File: src/rtl/reorder_buffer.sv
// Circular in-order reorder buffer: allocates RobIds at issue, absorbs CDB results, retires the head in order.
// Optional ROB_CDB_BYPASS_EN forwards a same-cycle CDB result onto the operand query ports.
module reorder_buffer #(
  parameter int ROB_LOG = 4
) (
  input  logic               clk,
  input  logic               rst_n,
  input  logic               rdy,
  input  logic               issue_valid,
  input  logic [4:0]         issue_rd,
  output logic [ROB_LOG-1:0] issue_RobId,
  output logic               rob_full,
  input  logic               cdb_valid,
  input  logic [ROB_LOG-1:0] cdb_RobId,
  input  logic [31:0]        cdb_value,
  input  logic               cdb_jump,
  input  logic [31:0]        cdb_target,
  input  logic [ROB_LOG-1:0] query_j_id,
  output logic               query_j_ready,
  output logic [31:0]        query_j_value,
  input  logic [ROB_LOG-1:0] query_k_id,
  output logic               query_k_ready,
  output logic [31:0]        query_k_value,
  output logic               commit_valid,
  output logic [4:0]         commit_dest,
  output logic [31:0]        commit_value,
  output logic [ROB_LOG-1:0] commit_RobId,
  output logic               jump_flag,
  output logic [31:0]        jump_pc
);

  localparam int N = 2 ** ROB_LOG;
  localparam logic [ROB_LOG:0] FULL_CNT = (ROB_LOG + 1)'(N);

  logic [N-1:0]       busy, ready, jump;
  logic [4:0]         dest   [N];
  logic [31:0]        value  [N];
  logic [31:0]        target [N];
  logic [ROB_LOG-1:0] head, tail;
  logic [ROB_LOG:0]   count;

  logic head_done, do_issue, do_wb, do_commit, do_flush;

  assign issue_RobId = tail;
  assign rob_full    = (count == FULL_CNT);

  // count guard keeps stale ready bits at an empty head from retiring
  assign head_done = busy[head] && ready[head] && (count != '0);
  assign do_commit = rdy && head_done;
  assign do_flush  = do_commit && jump[head];
  assign do_issue  = rdy && issue_valid && !rob_full && !jump_flag;
  assign do_wb     = rdy && cdb_valid && busy[cdb_RobId] && !jump_flag;

  always_ff @(posedge clk or negedge rst_n) begin
    if (!rst_n) begin
      busy         <= '0;
      ready        <= '0;
      jump         <= '0;
      head         <= '0;
      tail         <= '0;
      count        <= '0;
      commit_valid <= 1'b0;
      commit_dest  <= '0;
      commit_value <= '0;
      commit_RobId <= '0;
      jump_flag    <= 1'b0;
      jump_pc      <= '0;
    end else if (rdy) begin
      commit_valid <= head_done;
      jump_flag    <= do_flush;
      if (head_done) begin
        commit_dest  <= dest[head];
        commit_value <= value[head];
        commit_RobId <= head;
      end
      if (do_flush) begin
        jump_pc <= target[head];
        busy    <= '0;
        ready   <= '0;
        jump    <= '0;
        head    <= '0;
        tail    <= '0;
        count   <= '0;
      end else begin
        if (do_wb) begin
          ready[cdb_RobId] <= 1'b1;
          jump[cdb_RobId]  <= cdb_jump;
        end
        if (do_issue) begin
          busy[tail]  <= 1'b1;
          ready[tail] <= 1'b0;
          jump[tail]  <= 1'b0;
          tail        <= tail + 1'b1;
        end
        if (do_commit) begin
          busy[head] <= 1'b0;
          head       <= head + 1'b1;
        end
        count <= count + (ROB_LOG + 1)'(do_issue) - (ROB_LOG + 1)'(do_commit);
      end
    end
  end

  // payload is qualified by busy/ready, so it needs no reset
  always_ff @(posedge clk) begin
    if (do_issue) dest[tail] <= issue_rd;
    if (do_wb) begin
      value[cdb_RobId]  <= cdb_value;
      target[cdb_RobId] <= cdb_target;
    end
  end

  logic j_hit, k_hit;
  assign j_hit = busy[query_j_id] && ready[query_j_id];
  assign k_hit = busy[query_k_id] && ready[query_k_id];

`ifdef ROB_CDB_BYPASS_EN
  logic j_byp, k_byp;
  assign j_byp = cdb_valid && (cdb_RobId == query_j_id) && busy[query_j_id];
  assign k_byp = cdb_valid && (cdb_RobId == query_k_id) && busy[query_k_id];
  assign query_j_ready = j_hit || j_byp;
  assign query_k_ready = k_hit || k_byp;
  assign query_j_value = j_hit ? value[query_j_id] : (j_byp ? cdb_value : '0);
  assign query_k_value = k_hit ? value[query_k_id] : (k_byp ? cdb_value : '0);
`else
  assign query_j_ready = j_hit;
  assign query_k_ready = k_hit;
  assign query_j_value = j_hit ? value[query_j_id] : '0;
  assign query_k_value = k_hit ? value[query_k_id] : '0;
`endif

endmodule

File: config.mk
export PLATFORM = sky130hd
export DESIGN_NAME = reorder_buffer
export DESIGN_NICKNAME = d
export VERILOG_FILES = /design/src/rtl/reorder_buffer.sv
export SDC_FILE = /design/constraint.sdc
export NUM_CORES = 2
export LEC_CHECK = 0
export CORE_AREA = 5 5 341 343
export CTS_BUF_LIST = sky130_fd_sc_hd__clkbuf_16
export CTS_CLUSTER_SIZE = 20
export DETAILED_ROUTE_END_ITERATION = 8
export DIE_AREA = 0 0 346 348
export PLACE_DENSITY = 0.75
export SYNTH_ARGS = -nofsm -noshare
export SYNTH_HDL_FRONTEND = slang
export SYNTH_SLANG_ARGS = --single-unit
File: constraint.sdc
create_clock -name clk -period 5.5 [get_ports clk]
set_input_delay 0.55 -clock clk [delete_from_list [all_inputs] [get_ports clk]]
set_output_delay 0.55 -clock clk [all_outputs]
set_load 0.005 [all_outputs]
# Word level (Yosys, flattened, before mapping)

Memory sizes are Yosys's and may differ from the RTL's. A register that Yosys moved wholly into a read port is not among the register bits.
Cells that the tools add are included.
Widths: inputs -> output; s select.

Register bits after elaboration: 67
Bits in writable memories: 1104
Input port bits: 87
Output and inout bits: 146
Memories kept: 3

Memories:

| memory | depth | bits a word | rd ports | clocked after Yosys merged registers in | write ports | line | text |
|---|---|---|---|---|---|---|---|
| target | 16    | 32          | 1        | 1                                       | 1           | 38   | `logic [31:0] target [N];` |
| value  | 16    | 32          | 3        | 1                                       | 1           | 37   | `logic [31:0] value [N];` |
| dest   | 16    | 5           | 1        | 1                                       | 1           | 36   | `logic [4:0] dest [N];` |

Add/subtract/negate cells: 4
$lt $le $gt $ge: 8
Eq/ne operators: 1
Muxes and demuxes: 49
Bitwise gates (word level): 7
Reductions and logical operators: 27

Operators by type and width:

| kind                | number |
|---|---|
| $mux 16             | 15 |
| $mux 32             | 2 |
| $and 16x16->16      | 3 |
| $bmux 1 s4          | 8 |
| $not 16->16         | 2 |
| $or 16x16->16       | 2 |
| $lt 4x5->1 const B  | 5 |
| $bwmux 16           | 1 |
| $mux 4              | 4 |
| $logic_and 1x1->1   | 15 |
| $mux 1              | 15 |
| $demux 1 s4         | 3 |
| $ge 4x1->1 const B  | 3 |
| $add 4x1->4 const B | 2 |
| $reduce_and 2->1    | 4 |
| $add 5x1->5         | 1 |
| $eq 5x5->1 const B  | 1 |
| $logic_not 1->1     | 5 |
| $mux 5              | 1 |
| $reduce_bool 5->1   | 1 |
| $sub 5x1->5         | 1 |
| $reduce_bool 2->1   | 2 |

# Logic depth before layout (Yosys ltp)

Depth in word-level cells: 11
Gate-level depth with buffers: 19
Depth with buffers taken out: 17

# Least setup slack after synthesis

OpenSTA, ideal clock, no wires.

Path type: input -> register
Start point: in cdb_RobId[1]
End point: reg jump[0]
Library setup time: 0.158 ns
Data arrival time: 6.195 ns
Data required time: 5.342 ns
Path slack: -0.853 ns
Stages on the path: 6
Cells stage by stage: buf_1 > mux4_2 > nand3b_1 > nor3_1 > mux2i_1 > nor3_1

Longest elaborated chain between the ends: 11

Ends and longest elaborated chain:

| item                                                           | line | text |
|---|---|---|
| from (decl)                                                    | 14   | `input logic [ROB_LOG-1:0] cdb_RobId,` |
| $lt 4x5->1 (not written as such) or $ge 4x1->1 (tied branches) | 87   | `jump[cdb_RobId] <= cdb_jump;` |
| $logic_and 1x1->1 (not written as such)                        | 87   |  |
| $mux 1 (not written as such)                                   | 87   |  |
| $demux 1 s4                                                    | 87   |  |
| $bwmux 16                                                      | 87   |  |
| $mux 16 *                                                      | 85   | `if (do_wb) begin` |
| $mux 16 *                                                      | 76   | `if (do_flush) begin` |
| $mux 16 *                                                      | 68   | `end else if (rdy) begin` |
| $and 16x16->16 (no line)                                       | --   |  |
| $mux 16 *                                                      | 89   | `if (do_issue) begin` |
| $mux 16 *                                                      | 76   |  |
| to (signal, indexed assignment)                                | 87   |  |
| to (decl)                                                      | 35   | `logic [N-1:0] busy, ready, jump;` |

Every way passes the cells marked *; elsewhere a longest branch is shown, timed or not. The select of a mux whose other input is x is not followed.
A chain may end at the register's enable or synchronous reset.

# Worst setup path after layout

Start point: reg busy[15]
End point: out query_j_value[22]

Longest elaborated chain between the ends: 4

Ends and longest elaborated chain:

| item                              | line | text |
|---|---|---|
| from (decl)                       | 35   |  |
| from (signal assigned)            | 56   | `busy <= '0;` |
| from (signal assigned)            | 78   | `busy <= '0;` |
| from (signal, indexed assignment) | 90   | `busy[tail] <= 1'b1;` |
| $bmux 1 s4                        | 114  | `assign j_hit = busy[query_j_id] && ready[query_j_id];` |
| $mux 1 (not written as such)      | 114  |  |
| $logic_and 1x1->1                 | 114  |  |
| $mux 32                           | 128  | `assign query_j_value = j_hit ? value[query_j_id] : '0;` |
| to (decl)                         | 20   | `output logic [31:0] query_j_value,` |

Every way passes these cells. The select of a mux whose other input is x is not followed.

==> results_dict.tcl <==
set metrics [dict create \
    synthesis.nets 2633 \
    syn_inst 2531 \
    global_route.usage.met3_pct 6.05 \
    clkTransAtPathRegs_ps 60 \
    critical_path_arrival_ps 3690 \
    worst_slack_setup_final_ps 1260 \
    p_total_mw 25.0 \
    clock_latency_ps 750 \
    layout_filler_cell_count 8064 \
    worst_ep_required_time_ps 4950 \
    achievable-frequency_ghz 0.236 \
    core_region_area_um2 113000 \
    finalCritPeriodShare_pct 77.0 \
    worst_path_largest_cell_delay_ps 840 \
    cell_with_the_largest_stage_delay_on_the_worst_path "sky130_fd_sc_hd__mux4_2" \
    ir_worst_vdd_mv 0.355 \
    cts_tree "done" \
    grt_max_degree 129 \
    nature_of_the_critical_path_startpoint "register" \
    cts_buffers 133 \
    initial_utilization_pct 49.3 \
    fin_hold_ws_ps 364 \
    chipHeight_um 348 \
    synth-seq-cells 1240 \
    distinct_cell_type_count_after_synthesis 46 \
    antenna_found_initial 15 \
    wirelength_routed_mm 147 \
    register_area_um2 36600 \
    route.detailed.drc 0 \
    setup-violations-final 0 \
    dominantRegCellSynth "sky130_fd_sc_hd__edfxtp_1" \
    clock_skew_ps 25.6 \
    drive_gt1_share_pct 36.9 \
    routing_usage_on_met2_pct 39.7 \
    cts.htree.levels 4 \
    drt_pre_antenna_iters 6 \
    run_status "complete, no violations" \
    path_cells "nand2_1, mux4_2, mux4_2, buf_4, nor2b_1, clkdlybuf4s50_1" \
    via_count 29800 \
    first_pass_grt_wire_length_mm 215 \
    globalRoute.busiestLayer "met2" \
    floorplan.rows 124 \
    p_leak_nw 21.0 \
    detailedRoute.firstIterationViolations 3749 \
    wl_per_cell_um 33.2 \
    synth.cell_area_um2 55900 \
    grt_pass1_vias 31000 \
    synth_seq_area_share_pct 65.4 \
    slew_headroom_pct 22.8 \
    place_worst_setup_slack_ps 1190 \
    area_growth_pct 15.1 \
    worstSetupPathType "register to output pin" \
    ant_nets 0 \
    hp_class "input pin to asynchronous set/reset pin" \
    gr-usage-all-layers_pct 24.3 \
    clock_sinks 1240 \
    multi_input_comb_area_um2 18500 \
    cap_violations 0 \
    grt_setup_unrepaired "false" \
    worstPathMaxFanout 18 \
    leading_cell_types_in_the_layout_fill_and_taps_excluded "sky130_fd_sc_hd__edfxtp_1 (1104), sky130_fd_sc_hd__mux4_2 (685), sky130_fd_sc_hd__clkdlybuf4s50_1 (223), sky130_fd_sc_hd__clkbuf_16 (137), sky130_fd_sc_hd__dfrtp_1 (133)" \
    syn_area_per_cell_um2 22.1 \
    crit_path_end_kind "output pin" \
    p_per_area_nw_per_um2 388 \
    detailedPlacementHpwl_mm 82.0 \
    global_route.overflow_total 0 \
    tightestPinTransition_ps 1160 \
    die-width_um 346 \
    hold_violations 0 \
    cts_setup_buffers 0 \
    die_area_um2 120000 \
    synth-async-reset-ratio_pct 11.0 \
    final_nets 2886 \
    crit_path_frequent_cell "sky130_fd_sc_hd__mux4_2" \
    drt-vias-per-instance 6.73 \
    stdcell_area_um2 64400 \
    synth-edff-count 1104 \
    finalCoreUtilization_pct 56.8 \
    io_pins 233 \
    mostFrequentLayoutCell "sky130_fd_sc_hd__edfxtp_1" \
    cts_max_path_buffers 3 \
    timing_max_transition_violations_final 0 \
    clock_tree.root_cell "sky130_fd_sc_hd__clkbuf_16" \
    area_after_detailed_placement_um2 60000 \
    global_route_track_usage_on_met1_pct 32.7 \
    gp_routability_congestion 0.867 \
    ys.warnings.count 0 \
    buffer_ports.inserted 232 \
    final_period_minus_worst_setup_slack_ps 4240 \
]
metrics by stage:
| step | setup TNS (ps) | std cells |
|---|---|---|
| after floorplan | -179160 | 2531 |
| after global placement | 0 | 4160 |
| after detailed placement | 0 | 4160 |
| after CTS | 0 | 4406 |
| after global routing | 0 | 4410 |
| final | 0 | 4419 |
worst paths after layout:
| kind | depth (start not counted) | from | endpoint | slack (ps) |
|---|---|---|---|---|
| setup / recovery | 6 | busy[15] | query_j_value[22] | 1260 |
| min in group clk | 1 | commit_value[30] | commit_value[30] | 510 |
| setup reg to reg | 5 | head[1] | jump_pc[11] | 1300 |
| max in group asynchronous | 3 | rst_n | jump_pc[21] | 4010 |
| hold reg to reg | 1 | commit_value[30] | commit_value[30] | 510 |
| hold / removal | 2 | rst_n | commit_value[24] | 360 |
power breakdown:
part	internal, mW	switching (mW)	leakage [nW]	total [mW]
Clock	5.10	3.71	2.19	8.82
Sequential	10.7	0.474	11.7	11.1
Combinational	2.76	2.26	7.11	5.02
cells by family (layout without fill, tap and decap cells):
logic type                 count (synthesis)  after routing  synth area share [%]
DFF                                     1240           1240                  65.4
muxes                                    781            781                  29.6
and+or+nand+nor                          235            235                  2.09
buffers and inverters                    205            568                  1.75
AOI/OAI and AO/OA                         49             49                 0.703
adders and majority gates                 15             15                 0.349
xor gates and xnor gates                   6              6                0.0940
other                                      0             13                     0
cells in the mapped netlist, types with 3 or more instances:
| master | number | area [µm²] |
|---|---|---|
| sky130_fd_sc_hd__edfxtp_1 | 1104 | 33200 |
| sky130_fd_sc_hd__mux4_2 | 685 | 15400 |
| sky130_fd_sc_hd__dfrtp_1 | 136 | 3400 |
| sky130_fd_sc_hd__buf_2 | 84 | 420 |
| sky130_fd_sc_hd__nor2b_1 | 67 | 419 |
| sky130_fd_sc_hd__clkbuf_1 | 56 | 210 |
| sky130_fd_sc_hd__mux2_2 | 55 | 619 |
| sky130_fd_sc_hd__nand2_1 | 51 | 191 |
| sky130_fd_sc_hd__nor2_1 | 48 | 180 |
| sky130_fd_sc_hd__nor3_1 | 41 | 205 |
| sky130_fd_sc_hd__buf_1 | 29 | 109 |
| sky130_fd_sc_hd__mux2i_1 | 23 | 230 |
| sky130_fd_sc_hd__inv_1 | 19 | 71.3 |
| sky130_fd_sc_hd__mux2_4 | 18 | 270 |
| sky130_fd_sc_hd__ha_1 | 14 | 175 |
| sky130_fd_sc_hd__nand3_1 | 12 | 60.1 |
| sky130_fd_sc_hd__buf_6 | 11 | 124 |
| sky130_fd_sc_hd__a2bb2oi_1 | 10 | 87.6 |
| sky130_fd_sc_hd__o221a_2 | 8 | 90.1 |
| sky130_fd_sc_hd__a21oi_1 | 7 | 35.0 |
| sky130_fd_sc_hd__buf_4 | 6 | 45.0 |
| sky130_fd_sc_hd__nand2b_1 | 6 | 37.5 |
| sky130_fd_sc_hd__o211ai_1 | 4 | 30.0 |
| sky130_fd_sc_hd__o22ai_1 | 4 | 25.0 |
| sky130_fd_sc_hd__a21o_1 | 3 | 22.5 |
| sky130_fd_sc_hd__o21ai_0 | 3 | 15.0 |
| sky130_fd_sc_hd__xnor2_1 | 3 | 26.3 |
| sky130_fd_sc_hd__xor2_1 | 3 | 26.3 |
state kept, by name, indices dropped and copies added, names as in the netlist:
register / flops
target: 512
commit_RobId: 4
commit_value: 32
commit_dest: 5
jump_pc: 32
issue_RobId: 4
dest: 80
commit_valid: 1
busy: 16
value: 512
ready: 16
count: 5
jump_flag: 1
jump: 16
head: 4
layer usage:
layer	vias up	routed length (µm)	share of wire, %
met5	-	31	0.021
met4	6	4410	3.0
met1	15900	53600	37
li1	11500	-	-
met2	2052	73100	50
met3	314	15700	11
timing repair:
item,in CTS,in global routing
endpoints found under the hold margin,34,0
hold buffers,1,0
resized for setup,0,0
critical path, delay by kind of cell, from the launching register on:
kind          cells  cell delay (ps)
buf+inv           2              890
simple gates      2              310
flops             1              410
mux               2             1320
final cells by class:
class                   count  area share [%]
diodes                     13          0.0506
clock buffers             137            5.33
clock inverters           108            1.37
inverters                  19           0.119
multi-input cells        1086            28.7
flip-flops and latches   1240            56.8
well taps                1512            2.94
repair buffers            304            4.64
(Power assumes the default switching activity.)
